### src/rtl/uart_pkg.sv
// Shared types and constants for the UART receive deserializer.
// The PARITY state exists only when UART_RX_PARITY_EN is defined.
package uart_pkg;

  localparam int OVERSAMPLE_DEF = 16;

  localparam int BRK_BIT = 10;
  localparam int FE_BIT  = 9;
  localparam int PE_BIT  = 8;

  typedef enum logic [2:0] {
    IDLE      = 3'd0,
    START     = 3'd1,
    DATA      = 3'd2,
`ifdef UART_RX_PARITY_EN
    PARITY    = 3'd3,
`endif
    STOP      = 3'd4,
    WAIT_HIGH = 3'd5
  } rx_state_e;

endpackage

### src/rtl/uart_baud_gen.sv
// Oversampling tick generator: reloads from baud_div and ticks when the count hits zero.
module uart_baud_gen (
  input  logic        sys_clk,
  input  logic        sys_rstn,
  input  logic [15:0] baud_div,
  input  logic        en,
  output logic        tick
);

  logic [15:0] cnt_q, cnt_d;

  // baud_div is sampled only on reload, so a change lands at the next period boundary
  always_comb begin
    cnt_d = cnt_q;
    if (!en) begin
      cnt_d = '0;
    end else if (cnt_q == 16'd0) begin
      cnt_d = baud_div;
    end else begin
      cnt_d = cnt_q - 16'd1;
    end
  end

  assign tick = en && (cnt_q == 16'd0);

  always_ff @(posedge sys_clk or negedge sys_rstn) begin
    if (!sys_rstn) begin
      cnt_q <= '0;
    end else begin
      cnt_q <= cnt_d;
    end
  end

endmodule

### src/rtl/uart_rx_deser.sv
// UART receiver: synchronizes rx_in, deserializes one character and pushes {brk, fe, pe, data}.
// Define UART_RX_PARITY_EN to build the optional parity bit and parity check.
module uart_rx_deser
  import uart_pkg::*;
#(
  parameter int OVERSAMPLE = OVERSAMPLE_DEF
) (
  input  logic        sys_clk,
  input  logic        sys_rstn,
  input  logic        rx_en,
  input  logic        rx_in,
  input  logic [15:0] baud_div,
  input  logic [1:0]  char_len,
  input  logic        parity_en,
  input  logic        parity_odd,
  input  logic        fifo_full,
  output logic        fifo_push,
  output logic [10:0] fifo_din,
  output logic        overrun,
  output logic        rx_busy
);

  localparam int OS_W = $clog2(OVERSAMPLE);
  localparam logic [OS_W-1:0] HALF = OS_W'(OVERSAMPLE / 2 - 1);
  localparam logic [OS_W-1:0] FULL = OS_W'(OVERSAMPLE - 1);

  logic            rx_meta_q, rx_s_q;
  logic            tick;
  rx_state_e       state_q, state_d;
  logic [OS_W-1:0] os_cnt_q, os_cnt_d;
  logic [2:0]      bit_cnt_q, bit_cnt_d;
  logic [7:0]      data_q, data_d;
  logic            par_acc_q, par_acc_d;
  logic            any_one_q, any_one_d;
  logic            pend_q, pend_d;
  logic [10:0]     frame_q, frame_d;
  logic [10:0]     last_q, last_d;
  logic            rx_busy_q;
  logic            pe_bit;
  logic            last_bit;

  uart_baud_gen u_baud_gen (
    .sys_clk  (sys_clk),
    .sys_rstn (sys_rstn),
    .baud_div (baud_div),
    .en       (rx_en),
    .tick     (tick)
  );

`ifdef UART_RX_PARITY_EN
  assign pe_bit = parity_en & (par_acc_q ^ parity_odd);
`else
  logic unused_parity;
  assign unused_parity = parity_en ^ parity_odd ^ par_acc_q;
  assign pe_bit = 1'b0;
`endif

  assign last_bit = (bit_cnt_q == ({1'b0, char_len} + 3'd4));

  // The finished character waits one cycle in frame_q; fifo_full is judged in the push cycle itself
  assign fifo_push = pend_q & rx_en & ~fifo_full;
  assign overrun   = pend_q & rx_en & fifo_full;
  assign fifo_din  = fifo_push ? frame_q : last_q;
  assign rx_busy   = rx_busy_q;

  always_comb begin
    state_d   = state_q;
    os_cnt_d  = os_cnt_q;
    bit_cnt_d = bit_cnt_q;
    data_d    = data_q;
    par_acc_d = par_acc_q;
    any_one_d = any_one_q;
    frame_d   = frame_q;
    pend_d    = 1'b0;
    last_d    = fifo_push ? frame_q : last_q;

    case (state_q)
      IDLE: begin
        os_cnt_d = '0;
        if (!rx_s_q) state_d = START;
      end
      START: begin
        if (tick) begin
          if (os_cnt_q == HALF) begin
            os_cnt_d = '0;
            if (rx_s_q) begin
              state_d = IDLE;
            end else begin
              state_d   = DATA;
              bit_cnt_d = '0;
              data_d    = '0;
              par_acc_d = 1'b0;
              any_one_d = 1'b0;
            end
          end else begin
            os_cnt_d = os_cnt_q + 1'b1;
          end
        end
      end
      DATA: begin
        if (tick) begin
          if (os_cnt_q == FULL) begin
            os_cnt_d          = '0;
            data_d[bit_cnt_q] = rx_s_q;
            par_acc_d         = par_acc_q ^ rx_s_q;
            any_one_d         = any_one_q | rx_s_q;
            bit_cnt_d         = bit_cnt_q + 3'd1;
            if (last_bit) begin
`ifdef UART_RX_PARITY_EN
              state_d = parity_en ? PARITY : STOP;
`else
              state_d = STOP;
`endif
            end
          end else begin
            os_cnt_d = os_cnt_q + 1'b1;
          end
        end
      end
`ifdef UART_RX_PARITY_EN
      PARITY: begin
        if (tick) begin
          if (os_cnt_q == FULL) begin
            os_cnt_d  = '0;
            par_acc_d = par_acc_q ^ rx_s_q;
            any_one_d = any_one_q | rx_s_q;
            state_d   = STOP;
          end else begin
            os_cnt_d = os_cnt_q + 1'b1;
          end
        end
      end
`endif
      STOP: begin
        if (tick) begin
          if (os_cnt_q == FULL) begin
            os_cnt_d         = '0;
            pend_d           = 1'b1;
            frame_d[7:0]     = data_q;
            frame_d[PE_BIT]  = pe_bit;
            frame_d[FE_BIT]  = ~rx_s_q;
            frame_d[BRK_BIT] = ~any_one_q & ~rx_s_q;
            state_d          = rx_s_q ? IDLE : WAIT_HIGH;
          end else begin
            os_cnt_d = os_cnt_q + 1'b1;
          end
        end
      end
      WAIT_HIGH: begin
        if (rx_s_q) state_d = IDLE;
      end
      default: state_d = IDLE;
    endcase

    if (!rx_en) begin
      state_d  = IDLE;
      os_cnt_d = '0;
      pend_d   = 1'b0;
    end
  end

  always_ff @(posedge sys_clk or negedge sys_rstn) begin
    if (!sys_rstn) begin
      rx_meta_q <= 1'b1;
      rx_s_q    <= 1'b1;
      state_q   <= IDLE;
      os_cnt_q  <= '0;
      bit_cnt_q <= '0;
      data_q    <= '0;
      par_acc_q <= 1'b0;
      any_one_q <= 1'b0;
      pend_q    <= 1'b0;
      frame_q   <= '0;
      last_q    <= '0;
      rx_busy_q <= 1'b0;
    end else begin
      rx_meta_q <= rx_in;
      rx_s_q    <= rx_meta_q;
      state_q   <= state_d;
      os_cnt_q  <= os_cnt_d;
      bit_cnt_q <= bit_cnt_d;
      data_q    <= data_d;
      par_acc_q <= par_acc_d;
      any_one_q <= any_one_d;
      pend_q    <= pend_d;
      frame_q   <= frame_d;
      last_q    <= last_d;
      rx_busy_q <= (state_d != IDLE);
    end
  end

endmodule
### config.mk
export PLATFORM = sky130hd
export DESIGN_NAME = uart_rx_deser
export DESIGN_NICKNAME = d
export VERILOG_FILES = /design/src/rtl/uart_pkg.sv /design/src/rtl/uart_baud_gen.sv /design/src/rtl/uart_rx_deser.sv
export SDC_FILE = /design/constraint.sdc
export NUM_CORES = 1
export LEC_CHECK = 0
export BUFFER_PORTS_ARGS = -buffer_cell sky130_fd_sc_hd__buf_2
export CAP_MARGIN = 25
export CORE_ASPECT_RATIO = 1.4
export CORE_UTILIZATION = 55
export CTS_CLUSTER_DIAMETER = 60
export DETAILED_ROUTE_END_ITERATION = 10
export HOLD_SLACK_MARGIN = 0.12
export PLACE_DENSITY = 0.73
export SYNTH_ARGS = -nofsm -noshare
export SYNTH_HDL_FRONTEND = slang
export SYNTH_HIERARCHICAL = 1
export SYNTH_SLANG_ARGS = --single-unit
### constraint.sdc
create_clock -name sys_clk -period 3.95 [get_ports sys_clk]
set_input_delay 0.395 -clock sys_clk [delete_from_list [all_inputs] [get_ports sys_clk]]
set_output_delay 0.395 -clock sys_clk [all_outputs]
set_load 0.005 [all_outputs]
==> impl_metrics.yaml <==
floorplan:
  rows: 31
  io_pins: 39
  die_w_um: 64.5
  core_um2: 5240
  initial_core_util: 0.574
  die_y_um: 89.5
  die_area_um2: 5770
sta:
  layout_setup_ws_ns: 1.17
  setup_viol: 0
  slew_headroom: 0.444
  rsz0062_at_grt: "false"
  max_freq_ghz: 0.359
  fin_crit_ns: 2.78
  skew_ns: 0.00917
  min_period_over_period: 0.704
  hold_viol_final: 0
  final.setup.tns_ns: 0
  tightest_slew_ns: 0.827
  slew_violations: 0
  whs_ns: 0.158
cts:
  cts.reportedPaths.clkPinSlew_ns: 0.07
  cts_tree: "done"
  clock-root-buffer: "clkbuf_8"
  htreeDepth: 3
  cts_max_path_buffers: 2
  clk_latency_ns: 0.33
  cts_made_buffers: 9
  cts_num_sinks: 60
synthesis:
  yosysUniqueCellTypes: 54
  ys_top_cells_by_area: "dfrtp_1, nand2_1, mux2_2, xor2_1, o21ai_0"
  netlist.area_leader.share: 0.483
  synth-async-reset-ratio: 1.00
  synthesis.nets: 328
  syn_avg_cell_area_um2: 10.1
  synth_edf_count: 0
  ys_seq_area_frac: 0.500
  yosys_register_bits: 60
  synth_top_area_cell: "dfrtp_1"
  syn_inst: 299
  yosysWarnings: 6
  syn_area_um2: 3010
  synthFlopType: "dfrtp_1"
grt:
  grt_max_degree: 34
  overflow: 0
  grt_pass1_vias: 2083
  antenna_found_initial: 0
  grt_usage: 0.220
  grt_pass1_wl_mm: 9.68
detailed_routing:
  wl_per_cell_um: 14.5
  drt_iter0_drc: 145
  first_pass_iters: 4
  drc_errors: 0
  route.vias.total: 2243
  drt-total-wl_mm: 5.83
  vias_per_cell: 5.57
  antenna_left: 0
critical_path:
  cp_common_cell: "nand4_1"
  path_class: "flop to flop"
  cp_slowest_stage_delay_ns: 0.63
  worstPathCellList: "inv_1 > ha_1 > nor4b_2 > nand4_1 > nor2_1 > nand4_1 > or3_1 > mux2_2"
  endpoint_kind: "flop"
  cp_data_arrival_time_ns: 3.00
  worst_setup_path_start_kind: "flop"
  cp_slowest_cell: "or3_1"
  critPathMaxFanout: 13
  critPathBufInv: 1
  required_ns: 4.16
  crit_family: "simple AND/OR/NAND/NOR gates"
placement:
  dp_cells: 386
  io_buffers: 36
  gp_congestion: 0.797
  dpl-instance-area_um2: 3200
  pre_cts_ws_ns: 1.20
  hpwl_mm: 3.91
cells_and_area:
  n_fill_cell: 451
  final_core_util: 0.648
  final_cell_mix: "dfrtp_1, nand2_1, buf_2"
  area_delta_synth_final_pct: 12.9
  drive_gt1_frac: 0.234
  diodes: 0
  layout_commonest_cell: "dfrtp_1"
  final_cells: 403
  final_area_um2: 3390
  fin_nets: 361
power:
  power_mw: 1.79
  total_leakage_power_nw: 1.64
  powerDensity_nw_per_um2: 527
  vdd_drop_max_uv: 315
hold_path:
  min_path_type: "input pin to flop"
run_status:
  outcome: "finished, final reports clean"
job:
  cap_violations: 0
-- sequential cells by signal (all words and copies together), names as in the netlist --
register and flops:
any_one_q 1, bit_cnt_q 3, data_q 8, frame_q 10, last_q 11, os_cnt_q 4, pend_q 1, rx_busy 1
rx_meta_q 1, rx_s_q 1, state_q 3, u_baud_gen/cnt_q 16
-- power by group --
group / switching [mW] / total (mW) / leakage (nW) / internal (mW)
Combinational: 0.271 / 0.492 / 0.738 / 0.221
Sequential: 0.0894 / 0.775 / 0.812 / 0.686
Clock: 0.233 / 0.521 / 0.0931 / 0.288
Total: 0.593 / 1.79 / 1.64 / 1.20
-- area by class of cell --
type	instances	area (um2)	area share
flip-flops and latches	60	1500	0.443
multi-input cells	213	1380	0.408
repair buffers	39	205	0.0605
clock inverters	5	52.6	0.0155
clock buffers	11	131	0.0387
inverters	9	33.8	0.00996
well taps	66	82.6	0.0243
-- path summary, 6_finish.rpt --
kind / start / depth (start not counted) / slack, ns / endpoint
max reg2reg: u_baud_gen/cnt_q[0] / 8 / 1.17 / frame_q[1]
max: u_baud_gen/cnt_q[0] / 8 / 1.17 / frame_q[1]
max in group asynchronous: sys_rstn / 3 / 2.45 / u_baud_gen/cnt_q[1]
min reg2reg: rx_meta_q / 0 / 0.36 / rx_s_q
min: rx_in / 1 / 0.16 / rx_meta_q
min in group asynchronous: sys_rstn / 2 / 0.63 / u_baud_gen/cnt_q[12]
-- Yosys cell counts, drive strengths merged, types with 2 or more instances --
| master | n |
|---|---|
| nor2 | 22 |
| xnor2 | 4 |
| mux2 | 10 |
| or4b | 2 |
| inv | 8 |
| buf | 7 |
| o31ai | 4 |
| nand3b | 4 |
| nand2 | 50 |
| dfrtp | 58 |
| o21ai | 17 |
| a21oi | 14 |
| a211oi | 9 |
| o41ai | 2 |
| nand4 | 3 |
| ha | 4 |
| nor3b | 3 |
| clkbuf | 10 |
| xor2 | 10 |
| nor3 | 4 |
| or3 | 3 |
| o311ai | 2 |
| and3 | 2 |
| o211ai | 3 |
| and2 | 2 |
| mux2i | 5 |
| nand2b | 2 |
| o221a | 2 |
| nor4 | 4 |
| dfstp | 2 |
| nor2b | 2 |
| nand3 | 10 |
-- cells by family (layout without fill, tap and decap cells) --
kind of cell,count (synthesis),after routing,synth area share
compound gates,63,63,0.146
xor+xnor,14,14,0.0408
fa+ha+maj,4,4,0.0166
buf+inv,26,64,0.0395
flops,60,60,0.500
mux,15,15,0.0541
simple gates,117,117,0.203
-- routing by layer --
layer / wire (um) / part of all wire / track usage
met1: 2800 / 0.48 / 0.284
met2: 2770 / 0.48 / 0.364
met3: 177 / 0.030 / 0.0510
met4: 75 / 0.013 / 0.0788
met5: 0 / 0 / 0
-- repair_timing --
item | CTS | global route
endpoints found under the hold margin | 25 | 0
endpoints found under the setup margin | 0 | 0
setup buffers | 0 | 0
gates resized for setup | 0 | 0
hold buffers | 1 | 0
Note: power is estimated with default switching activity, not from simulation.
